### config.mk
export PLATFORM = sky130hd
export DESIGN_NAME = tl45_wb_arbiter
export DESIGN_NICKNAME = d
export VERILOG_FILES = /design/src/rtl/tl45_wb_pkg.sv /design/src/rtl/tl45_wb_watchdog.sv /design/src/rtl/tl45_wb_arbiter.sv
export SDC_FILE = /design/constraint.sdc
export NUM_CORES = 1
export LEC_CHECK = 0
export BUFFER_PORTS_ARGS = -buffer_cell sky130_fd_sc_hd__buf_4
export CAP_MARGIN = 20
export CORE_AREA = 2 2 122 124
export DETAILED_ROUTE_END_ITERATION = 10
export DIE_AREA = 0 0 124 126
export GPL_TIMING_DRIVEN = 0
export PLACE_DENSITY_LB_ADDON = 0.25
export SYNTH_ARGS = -nofsm -noshare
export SYNTH_HDL_FRONTEND = slang
export SYNTH_SLANG_ARGS = --single-unit
### constraint.sdc
create_clock -name i_clk -period 2.69 [get_ports i_clk]
set_input_delay 0.269 -clock i_clk [delete_from_list [all_inputs] [get_ports i_clk]]
set_output_delay 0.269 -clock i_clk [all_outputs]
set_load 0.01 [all_outputs]
### src/rtl/tl45_wb_pkg.sv
// Shared Wishbone bus definitions for the tl45 core: bus widths, arbiter states
// and master identifiers used by the arbiter, memory stage and fetch unit.
package tl45_wb_pkg;

  localparam int WB_ADDR_W = 30;
  localparam int WB_DATA_W = 32;
  localparam int WB_SEL_W  = 4;

  typedef enum logic [1:0] {
    IDLE,
    GNT_A,
    GNT_B,
    ERR_DRAIN
  } arb_state_t;

  typedef enum logic {
    MASTER_A,
    MASTER_B
  } master_t;

endpackage

### src/rtl/tl45_wb_watchdog.sv
// Bus watchdog: counts enabled cycles and pulses expired on the cycle the count
// reaches TIMEOUT_CYCLES-1; any clear restarts the count from zero.
module tl45_wb_watchdog #(
  parameter int TIMEOUT_CYCLES = 1023
) (
  input  logic i_clk,
  input  logic i_reset,
  input  logic enable,
  input  logic clear,
  output logic expired
);

  localparam int CW = (TIMEOUT_CYCLES > 2) ? $clog2(TIMEOUT_CYCLES) : 1;
  localparam logic [CW-1:0] LAST = CW'(TIMEOUT_CYCLES - 1);

  logic [CW-1:0] count;

  assign expired = enable && !clear && (count == LAST);

  // The count restarts after firing so a stuck enable cannot re-fire early.
  always_ff @(posedge i_clk or posedge i_reset) begin
    if (i_reset) begin
      count <= '0;
    end else if (clear || expired) begin
      count <= '0;
    end else if (enable) begin
      count <= count + CW'(1);
    end
  end

endmodule

### src/rtl/tl45_wb_arbiter.sv
// Two-master (memory stage A, fetch B) to one-slave pipelined Wishbone arbiter
// with round-robin grant locked for the whole CYC and a hung-slave watchdog.
module tl45_wb_arbiter
  import tl45_wb_pkg::*;
#(
  parameter int TIMEOUT_CYCLES  = 1023,
  parameter int MAX_OUTSTANDING = 4
) (
  input  logic                 i_clk,
  input  logic                 i_reset,
  input  logic                 i_a_cyc,
  input  logic                 i_a_stb,
  input  logic                 i_a_we,
  input  logic [WB_ADDR_W-1:0] i_a_addr,
  input  logic [WB_DATA_W-1:0] i_a_data,
  input  logic [WB_SEL_W-1:0]  i_a_sel,
  output logic                 o_a_ack,
  output logic                 o_a_stall,
  output logic                 o_a_err,
  output logic [WB_DATA_W-1:0] o_a_data,
  input  logic                 i_b_cyc,
  input  logic                 i_b_stb,
  input  logic                 i_b_we,
  input  logic [WB_ADDR_W-1:0] i_b_addr,
  input  logic [WB_DATA_W-1:0] i_b_data,
  input  logic [WB_SEL_W-1:0]  i_b_sel,
  output logic                 o_b_ack,
  output logic                 o_b_stall,
  output logic                 o_b_err,
  output logic [WB_DATA_W-1:0] o_b_data,
  output logic                 o_wb_cyc,
  output logic                 o_wb_stb,
  output logic                 o_wb_we,
  output logic [WB_ADDR_W-1:0] o_wb_addr,
  output logic [WB_DATA_W-1:0] o_wb_data,
  output logic [WB_SEL_W-1:0]  o_wb_sel,
  input  logic                 i_wb_ack,
  input  logic                 i_wb_stall,
  input  logic                 i_wb_err,
  input  logic [WB_DATA_W-1:0] i_wb_data
);

  localparam int OW = $clog2(MAX_OUTSTANDING) + 1;
  localparam logic [OW-1:0] OUT_MAX = OW'(MAX_OUTSTANDING);

  arb_state_t    state;
  master_t       last_grant;
  master_t       owner;
  logic [OW-1:0] outstanding;

  logic granted, sel_a, m_cyc, m_stb, full, has_out;
  logic resp_ack, resp_err, resp, accepted;
  logic wd_enable, wd_clear, expired;

  assign granted  = (state == GNT_A) || (state == GNT_B);
  assign sel_a    = (state == GNT_A);
  assign m_cyc    = sel_a ? i_a_cyc : i_b_cyc;
  assign m_stb    = sel_a ? i_a_stb : i_b_stb;
  assign full     = (outstanding == OUT_MAX);
  assign has_out  = (outstanding != '0);

  // Responses with nothing outstanding are stray and never reach a master.
  assign resp_err = granted && has_out && i_wb_err;
  assign resp_ack = granted && has_out && i_wb_ack && !i_wb_err;
  assign resp     = resp_ack || resp_err;

  assign wd_enable = granted && m_cyc && has_out && !i_wb_ack && !i_wb_err;
  assign wd_clear  = !granted || i_wb_ack || i_wb_err;

  assign o_wb_cyc = granted && m_cyc && !expired;
  assign o_wb_stb = o_wb_cyc && m_stb && !full;
  assign accepted = o_wb_stb && !i_wb_stall;

  tl45_wb_watchdog #(
    .TIMEOUT_CYCLES(TIMEOUT_CYCLES)
  ) u_watchdog (
    .i_clk   (i_clk),
    .i_reset (i_reset),
    .enable  (wd_enable),
    .clear   (wd_clear),
    .expired (expired)
  );

  always_comb begin
    o_wb_we   = 1'b0;
    o_wb_addr = '0;
    o_wb_data = '0;
    o_wb_sel  = '0;
    o_a_ack   = 1'b0;
    o_a_err   = 1'b0;
    o_a_data  = '0;
    o_a_stall = 1'b1;
    o_b_ack   = 1'b0;
    o_b_err   = 1'b0;
    o_b_data  = '0;
    o_b_stall = 1'b1;
    if (sel_a) begin
      o_wb_we   = i_a_we;
      o_wb_addr = i_a_addr;
      o_wb_data = i_a_data;
      o_wb_sel  = i_a_sel;
      o_a_ack   = resp_ack;
      o_a_err   = resp_err || expired;
      o_a_data  = i_wb_data;
      o_a_stall = i_wb_stall || full || expired;
    end else if (state == GNT_B) begin
      o_wb_we   = i_b_we;
      o_wb_addr = i_b_addr;
      o_wb_data = i_b_data;
      o_wb_sel  = i_b_sel;
      o_b_ack   = resp_ack;
      o_b_err   = resp_err || expired;
      o_b_data  = i_wb_data;
      o_b_stall = i_wb_stall || full || expired;
    end
  end

  // Arbiter FSM; the grant is held until the winner drops CYC or the watchdog fires.
  always_ff @(posedge i_clk or posedge i_reset) begin
    if (i_reset) begin
      state       <= IDLE;
      last_grant  <= MASTER_B;
      owner       <= MASTER_A;
      outstanding <= '0;
    end else begin
      case (state)
        IDLE: begin
          outstanding <= '0;
          if (i_a_cyc && (!i_b_cyc || last_grant == MASTER_B)) begin
            state <= GNT_A;
            owner <= MASTER_A;
          end else if (i_b_cyc) begin
            state <= GNT_B;
            owner <= MASTER_B;
          end
        end
        GNT_A, GNT_B: begin
          if (expired) begin
            state       <= ERR_DRAIN;
            outstanding <= '0;
          end else if (!m_cyc) begin
            state       <= IDLE;
            last_grant  <= owner;
            outstanding <= '0;
          end else if (accepted && !resp) begin
            outstanding <= outstanding + OW'(1);
          end else if (resp && !accepted) begin
            outstanding <= outstanding - OW'(1);
          end
        end
        ERR_DRAIN: begin
          if ((owner == MASTER_A) ? !i_a_cyc : !i_b_cyc) begin
            state      <= IDLE;
            last_grant <= owner;
          end
        end
        default: state <= IDLE;
      endcase
    end
  end

endmodule

==> results of run 1 <==
[sequential cells by signal, summed over array words and instances, names as in the netlist]
signal	count
last_grant	1
state	2
owner	1
u_watchdog.count	10
outstanding	3
[final cells by class]
| type | count | area (sq um) | area share |
|---|---|---|---|
| inverter | 12 | 45.0 | 0.00865 |
| timing repair buffer | 326 | 2450 | 0.470 |
| tap | 184 | 230 | 0.0442 |
| clock inverter | 1 | 5.00 | 0.000961 |
| sequential | 17 | 427 | 0.0819 |
| multi-input combinational | 245 | 1870 | 0.359 |
| buffer | 25 | 111 | 0.0214 |
| clock buffer | 3 | 75.1 | 0.0144 |
[timing repair]
item                                    in CTS  in global routing
buffers inserted                             8                  5
endpoints found under the setup margin      13                 37
resized for setup                            7                  6
pin swaps                                   10                  3
[logic make-up (layout without fill, tap and decap cells)]
group	count (synthesis)	count (layout)
xor+xnor	2	2
fa+ha+maj	9	9
simple gates	119	119
compound gates	108	108
mux	7	7
buf+inv	38	367
flops	17	17
[power by group]
part           leakage (nW)  switching, mW  total, mW  internal [mW]
logic                  2.39           1.75       3.46           1.71
registers             0.229         0.0472      0.350          0.303
clock network        0.0409         0.0997      0.299          0.199
total                  2.65           1.89       4.11           2.21
[routing by layer]
metal / GRT usage / vias to the layer above / wire length [microns]
met5: 0 / - / 10
met4: 0.0218 / 2 / 186
met3: 0.0245 / 14 / 1070
met2: 0.340 / 129 / 8220
met1: 0.215 / 1737 / 6080
li1: - / 1782 / -
[synthesized netlist by cell type, types with 2 or more instances]
cell type  number
a22o_1         67
and2_1         64
clkbuf_1       19
a21oi_1        17
dfrtp_1        16
inv_1          12
nand3_1         9
ha_1            8
nor2_1          8
nand2_1         6
mux2_2          5
o211ai_1        5
o21ai_0         5
o31ai_1         5
or4_1           5
buf_2           3
nor4_1          3
or3_1           3
a211oi_1        2
a31oi_1         2
and4_1          2
buf_1           2
buf_4           2
mux2i_1         2
nand2b_1        2
nand4_1         2
nor2b_1         2
or3_4           2
xnor2_1         2
[per-stage QoR]
stage	setup slack, ns	hold WS [ns]	instance area (sq um)	util	TNS, ns
5_1_grt	-0.212	0.190	5210	0.364	-0.374
4_1_cts	-0.0804	0.160	5150	0.360	-0.127
6_report	0.0117	0.130	5210	0.364	0
3_3_place_gp	-0.278	0.421	4990	0.349	-0.501
3_5_place_dp	-0.334	0.424	4990	0.349	-0.719
2_1_floorplan	0.00286	0.194	2410	-	0
[final timing paths]
check,to,cells past startpoint,slack [ns],start
worst max register to register,outstanding[2],12,0.01,state[0]
worst max-delay path,outstanding[2],12,0.01,state[0]
max in group asynchronous,state[0],2,2.12,i_reset
min in group i_clk,owner,2,0.29,i_a_cyc
worst min-delay path,u_watchdog.count[7],2,0.13,i_reset
worst min register to register,u_watchdog.count[9],2,0.56,u_watchdog.count[9]
==> results.toml, run 1 <==
[timing]
fin_crit_sh = 0.996
setup_viol = 0
min_period_ns = 2.68
tightest_slew_ns = 0.690
slew_viol_final = 0
fmax_ghz = 0.373
maxSlewHeadroom = 0.537
finalHoldViolCount = 0
fin_skew_ns = 0.00495
rsz0062_at_grt = "yes"

[critical_path]
slowest_delay_ns = 0.40
critPathRequiredTime_ns = 2.85
crit_path_start_kind = "register"
worst-path-buf-inv = 1
crit_top_cell = "o211ai_1"
slowest_stage = "dfrtp_1"
path_cells = "inv_2, ha_4, nor3b_4, nand4_1, o211ai_1, a211oi_2, ha_2, fa_2, xnor2_2, nor4_2, o211ai_1, o211ai_1"
crit_path_end_kind = "register"
crit_arrival_ns = 2.84
cp_max_fo = 4
path_class = "register to register"
cpLargestDelayFamily = "adder cells"

[logic_synthesis]
syn_area_sq_um = 2380
synth_top_cell_by_area = "a22o_1"
synth_compound_area_frac = 0.353
synth-async-reset-ratio = 1.00
ys.warnings.count = 0
synth.area.top_cells = "a22o_1 25%, and2_1 17%, dfrtp_1 17%, ha_1 4.2%, a21oi_1 3.6%"
ys_seq_area_frac = 0.179
ys_types = 47
ys_ff_latch = 17
synth.top_cell.area_share = 0.247
yosys.area_share.simple = 0.313
syn_area_per_cell_sq_um = 7.93
synth_top_flop_cell = "dfrtp_1"
syn_nets = 484
synth_xor_area_frac = 0.00736
synth_edf_count = 0
synth_top_family_by_area = "compound AO/OA/AOI/OAI gates"
synthCells = 300
synthAdderAreaFrac = 0.0505
muxShareOfSynthArea = 0.0321

[routing]
drtIter0Drc = 161
drtPass1Iterations = 4
totalWireLength_mm = 15.6
wire_per_inst_microns = 19.2
vias_per_cell = 4.51
drc = 0
vias = 3664
ant_nets = 0

[place]
placed_cells = 797
place_congestion = 0.926
post-dp-hpwl_mm = 13.1
port_buffers = 313

[finish]
fillers = 1518
final-instance-count-excl-fill = 813
layout_commonest_cell = "buf_4"
n_antenna_cell = 0
layout-drive-gt1-share = 0.579
syn_to_final_growth_pct = 119
final_cell_mix = "327 x buf_4, 67 x a22o_1, 64 x and2_1, 18 x clkbuf_1, 17 x a21oi_1"
finish.net_count = 814

[pwr]
p_per_area_nw_per_um2 = 788
vdd_ir_drop_max_uv = 540
total_power_mw = 4.11
p_leak_nw = 2.65

[worst_hold_path]
hold_class = "input pin to asynchronous set/reset pin"

[global_routing]
grt_max_degree = 18
grt_usage = 0.179
grt_pass1_wl_mm = 21.2
antenna_found_initial = 1
globalRouteOverflowTotal = 0
grt_pass1_vias = 3508

[die]
num_rows = 44
die_y_microns = 126
die_x_microns = 124
ioPinCount = 314
die_area_sq_um = 15600
initial_utilization = 0.166
core_sq_um = 14300

[clocking]
cts.sinks = 17
clk_root_buffer_cell = "clkbuf_16"
cts.htree.levels = 1
cts.reportedPaths.clkPinSlew_ns = 0.06
hold_buffers = 0
cts_made_buffers = 3
clock_latency_ns = 0.25
clock_path_buffers = 2
cts_tree = "done"

[flow_run]
cap_violations = 0

[run_status]
status = "complete, no violations"
Note: power is estimated with default switching activity, not from simulation.
==> run 2, diff against run 1 <==
- CORE_AREA: 2 2 122 124 -> 2 2 124 126
- DIE_AREA: 0 0 124 126 -> 0 0 126 128
- SYNTH_HIERARCHICAL: unset -> 1
- TNS_END_PERCENT: unset -> 100
==> run 2 against run 1 <==
  * Utilization up 0.87 points
  * Largest power group unchanged
  * Final area up 6.3%
  * The flow now finishes with violations (negative setup slack)
  * Die area up 3.2%
  * Clock-buffer cell count up 1
  * First-iteration DRC count up 9.3%
  * Sequential power down 4%
  * Setup slack worse by 0.29 ns
  * Wire length up 1.1%
  * Maximum frequency down 9.9%
==> results.toml, run 2 <==
[run_status]
status = "complete, but fails checks"
violations = "negative setup slack"

[global_routing]
antenna_found_initial = 0
grt_pass1_vias = 3780
globalRouteOverflowTotal = 0
grt_usage = 0.180
grt_pass1_wl_mm = 22.7
grt_max_degree = 17

[timing]
tightest_slew_ns = 0.695
fin_crit_sh = 1.11
fmax_ghz = 0.336
slew_viol_final = 0
maxSlewHeadroom = 0.532
min_period_ns = 2.97
rsz0062_at_grt = "yes"
fin_hold_ws_ns = 0.256
tns_ns = -0.322
finalHoldViolCount = 0
setup_viol = 2
fin_skew_ns = 0.00451
fin_ws_ns = -0.283

[pwr]
p_switching_mw = 1.89
seq_power_share = 0.085
p_leak_nw = 2.76
p_int_mw = 2.05
swShare = 0.480
p_per_area_nw_per_um2 = 713
clkPwrFrac = 0.078
total_power_mw = 3.95
p_comb_frac = 0.837
vdd_ir_drop_max_uv = 289

[logic_synthesis]
syn_nets = 609
synthAdderAreaFrac = 0.0458
syn_area_per_cell_sq_um = 6.17
synth-async-reset-ratio = 1.00
synth_top_family_by_area = "simple AND/OR/NAND/NOR gates"
synth.top_cell.area_share = 0.195
synth.area.top_cells = "nand2_1 19%, and2_1 15%, dfrtp_1 15%, o21ai_0 13%, clkbuf_1 3.9%"
ys_types = 48
synth_top_cell_by_area = "nand2_1"
ys_ff_latch = 17
synth_compound_area_frac = 0.213
yosys.area_share.simple = 0.464
syn_area_sq_um = 2620
ys.warnings.count = 6
synthTopCellsByCount = "136 x nand2_1, 68 x o21ai_0, 64 x and2_1, 27 x clkbuf_1, 16 x dfrtp_1"
synth_edf_count = 0
synth_top_flop_cell = "dfrtp_1"
muxShareOfSynthArea = 0.0329
post-synth-top-count-cell = "nand2_1"
synthCells = 425
synth_xor_area_frac = 0.0134
ys_seq_area_frac = 0.163

[critical_path]
critPathRequiredTime_ns = 2.87
worst-path-buf-inv = 2
crit_path_end_kind = "register"
crit_arrival_ns = 3.16
slowest_stage = "dfrtp_2"
cp_max_fo = 4
path_cells = "inv_2, ha_4, o31a_1, and3b_1, buf_6, nand4_4, nor4_4, nand2b_4, nor4_4, nor2b_1, ha_2, fa_2, xor2_2, a211oi_2, o21ai_1, o21ai_1"
cpLargestDelayFamily = "simple AND/OR/NAND/NOR gates"
path_class = "register to register"
crit_path_start_kind = "register"
slowest_delay_ns = 0.41

[routing]
ant_nets = 0
totalWireLength_mm = 15.7
drtIter0Drc = 176
wire_per_inst_microns = 16.6
drtPass1Iterations = 4
drc = 0
vias_per_cell = 4.21
vias = 3995

[finish]
layout_commonest_cell = "buf_4"
n_antenna_cell = 0
regMostFlops = "u_watchdog/count"
top_regs = "u_watchdog/count: 10 flops, outstanding: 3 flops, state: 2 flops"
largest_register_ffs = 10
finish.net_count = 945
fillers = 1629
final-instance-count-excl-fill = 948
layout-drive-gt1-share = 0.482
syn_to_final_growth_pct = 111
final_cell_mix = "333 x buf_4, 135 x nand2_1, 68 x o21ai_0, 64 x and2_1, 24 x clkbuf_1"

[die]
die_y_microns = 128
initial_utilization = 0.177
ioPinCount = 314
num_rows = 45
die_area_sq_um = 16100
die_x_microns = 126
core_sq_um = 14900

[place]
port_buffers = 313
post-dp-hpwl_mm = 13.2
place_congestion = 0.812
pre_cts_slack_ns = -0.816
placed_cells = 926

[clocking]
clock_latency_ns = 0.25
clk_root_buffer_cell = "clkbuf_16"
cts_tree = "done"
cts.sinks = 17
cts.reportedPaths.clkPinSlew_ns = 0.05
clock_path_buffers = 2
cts_made_buffers = 3
cts.htree.levels = 1

[flow_run]
cap_violations = 0

[worst_hold_path]
hold_class = "input pin to register"
[run 2: worst register-to-register path: cells and delay by family, from the launching register on]
family          cells  cell delay, ns
buf+inv             2            0.17
simple gates        6            0.85
xor+xnor            1            0.17
flops               1            0.41
compound gates      4            0.50
fa+ha+maj           3            0.81
[run 2: layout make-up]
cell class	count	area, sq um	share of cell area
Buffer	26	108	0.0194
Clock buffer	4	78.8	0.0142
Inverter	12	45.0	0.00813
Multi-Input combinational cell	366	2120	0.383
Sequential cell	17	428	0.0773
Tap cell	188	235	0.0425
Timing Repair Buffer	335	2520	0.455
[run 2: layer usage]
metal / global-route usage / part of all wire
met1: 0.232 / 0.43
met5: 0 / 0
met2: 0.308 / 0.49
met4: 0.0213 / 0.0052
met3: 0.0509 / 0.076
[run 2: through the flow]
stage                util  cell area, sq um
detailed placement  0.355              5280
CTS                 0.371              5510
global placement    0.355              5280
finish              0.373              5540
global route        0.373              5540
floorplan               -              2700
[run 2: final timing paths]
path | endpoint | slack (ns) | depth (start not counted) | from
setup / recovery | outstanding[2] | -0.28 | 16 | state[0]
hold / removal | owner | 0.26 | 2 | i_a_cyc
setup reg to reg | outstanding[2] | -0.28 | 16 | state[0]
hold reg to reg | outstanding[2] | 0.50 | 1 | outstanding[2]
max in group asynchronous | u_watchdog/count[7] | 1.82 | 3 | i_reset
min in group asynchronous | outstanding[2] | 0.53 | 3 | i_reset
[run 2: power by group through the flow]
stage          Combinational [mW]  Clock [mW]  Sequential (mW)
2_1_floorplan                1.55           0            0.336
3_3_place_gp                 3.18           0            0.345
3_5_place_dp                 3.16           0            0.345
4_1_cts                      3.30       0.316            0.336
5_1_grt                      3.58       0.324            0.343
6_report                     3.30       0.307            0.337
[run 2: kinds of logic (layout without fill, tap and decap cells)]
group           count (synthesis)  count (layout)
buf+inv                        42             377
simple gates                  248             248
xor+xnor                        4               4
fa+ha+maj                       9               9
flops                          17              17
compound gates                 98              98
mux                             7               7
[run 2: repair_timing]
| item | 4_1_cts | 5_1_grt |
|---|---|---|
| hold buffers | 1 | 0 |
| resized for setup | 8 | 5 |
| gates cloned | 0 | 0 |
| hold endpoints to repair | 6 | 0 |
| setup endpoints to repair | 70 | 35 |
| buffers inserted | 16 | 5 |
| pin swaps | 5 | 5 |
==> run 3, diff against run 2 <==
- CORE_AREA: 2 2 124 126 -> 2 2 122 124
- DIE_AREA: 0 0 126 128 -> 0 0 124 126
- clock period: 2.69 -> 3.3 ns (I/O delays scaled with it)
==> run 3 against run 2 <==
  * The flow now finishes without violations
  * Final area is 1.7% lower
  * Hold slack worse by 0.22 ns
  * First-iteration DRC count down 6.8%
  * Critical endpoint unchanged
  * Global-route usage increased by 0.54 points
==> results.toml, run 3 (synthesized netlist as in run 2, its figures left out) <==
[routing]
drtIter0Drc = 164
wl_met1_mm = 6.47
vias = 4010
vias_per_cell = 4.28
totalWireLength_mm = 15.8
drc = 0
top_layer_used = "met5"
wl_met3_mm = 1.64
wire_per_inst_microns = 16.8
ant_nets = 0
drtPass1Iterations = 5
met2_length_mm = 7.45

[critical_path]
slowest_delay_ns = 0.41
r2r_start = "state[0]"
rr_endpoint = "outstanding[2]"
r2r_cells = 16
worstSetupPathDepth = 16
slowest_stage = "dfrtp_2"
critPathRequiredTime_ns = 3.43
path_cells = "inv_2, ha_4, o31a_1, and3b_1, buf_6, nand4_4, nor4_4, nand2b_4, nor4_4, nor2b_1, ha_2, fa_2, xor2_2, a211oi_2, o21ai_1, o21ai_1"
worst-path-buf-inv = 2
crit_arrival_ns = 3.21
path_class = "register to register"
cpLargestDelayFamily = "simple AND/OR/NAND/NOR gates"
crit_path_end_kind = "register"
cp_max_fo = 4
crit_path_start_kind = "register"
reg2reg_slack_ns = 0.22

[timing]
min_period_ns = 3.08
tightest_slew_ns = 0.744
fin_crit_sh = 0.933
fin_skew_ns = 0.00346
setup_viol = 0
maxSlewHeadroom = 0.500
fmax_ghz = 0.325
tns_ns = 0
finalHoldViolCount = 0
slew_viol_final = 0

[die]
num_rows = 44
die_x_microns = 124
die_y_microns = 126
core_sq_um = 14300
die_area_sq_um = 15600
initial_utilization = 0.183
ioPinCount = 314

[clocking]
hold_buffers = 0
cts.htree.levels = 1
cts_tree = "done"
clock_path_buffers = 2
cts.reportedPaths.clkPinSlew_ns = 0.05
cts.sinks = 17
cts_made_buffers = 3
clock_latency_ns = 0.25
clk_root_buffer_cell = "clkbuf_16"

[finish]
seqCellArea_sq_um = 428
final_cell_mix = "326 x buf_4, 136 x nand2_1, 68 x o21ai_0, 64 x and2_1, 28 x clkbuf_1"
layout_commonest_cell = "buf_4"
multi_input_comb_area_sq_um = 2100
top_regs = "u_watchdog/count: 10 flops, outstanding: 3 flops, state: 2 flops"
regMostFlops = "u_watchdog/count"
syn_to_final_growth_pct = 107
fillers = 1554
layout-drive-gt1-share = 0.462
final_core_util = 0.380
largest_register_ffs = 10
finish.net_count = 938

[pwr]
p_per_area_nw_per_um2 = 580
vdd_ir_drop_max_uv = 263
p_leak_nw = 2.71

[global_routing]
grt_max_degree = 11
antenna_found_initial = 2
grt_pass1_wl_mm = 22.0
globalRouteOverflowTotal = 0
grt_usage = 0.185
grt_pass1_vias = 3670

[place]
port_buffers = 313
place_congestion = 0.886
post-dp-hpwl_mm = 13.4

[worst_hold_path]
hold_class = "input pin to asynchronous set/reset pin"

[run_status]
status = "complete, no violations"

[flow_run]
cap_violations = 0
run 3: cell type report:
type | instances | area share
tap | 184 | 0.0423
antenna | 1 | 0.000460
inverter | 12 | 0.00827
multi-input combinational | 366 | 0.386
sequential | 17 | 0.0786
clock buffer | 4 | 0.0145
timing repair buffer | 326 | 0.450
buffer | 28 | 0.0207
run 3: what timing repair did:
action                                  4_1_cts  5_1_grt
buffers inserted                             11        2
pin swaps                                     5        4
gates resized for setup                       6        2
endpoints found under the setup margin        2        1
run 3: worst max-delay path by stage:
stage	from	to	slack, ns
after CTS	state[0]	outstanding[2]	0.04
after global routing	state[0]	outstanding[2]	-0.01
after floorplan	state[1]	outstanding[2]	0.009
final	state[0]	outstanding[2]	0.22
after detailed placement	state[0]	outstanding[2]	-0.34
after global placement	state[0]	outstanding[2]	-0.37
run 3: power breakdown:
group	total [mW]	internal (mW)	switching [mW]
clock network	0.242	0.164	0.0784
registers	0.275	0.246	0.0286
logic	2.64	1.23	1.41
run 3: metrics by stage:
stage,hold WS [ns],instance area [sq um],cells,setup WS (ns),power [mW]
5_1_grt,0.0653,5440,937,-0.0112,3.41
4_1_cts,0.0487,5430,936,0.0382,3.16
3_3_place_gp,0.300,5250,922,-0.367,2.84
2_1_floorplan,0.133,2670,425,0.00907,1.52
6_report,0.0318,5440,938,0.221,3.16
3_5_place_dp,0.309,5250,922,-0.345,2.83
run 3: layer usage:
| metal | GRT usage | vias to the layer above |
|---|---|---|
| met5 | 0 | - |
| met4 | 0.0245 | 4 |
| met3 | 0.0607 | 18 |
| met2 | 0.311 | 154 |
| met1 | 0.236 | 1769 |
| li1 | - | 2065 |
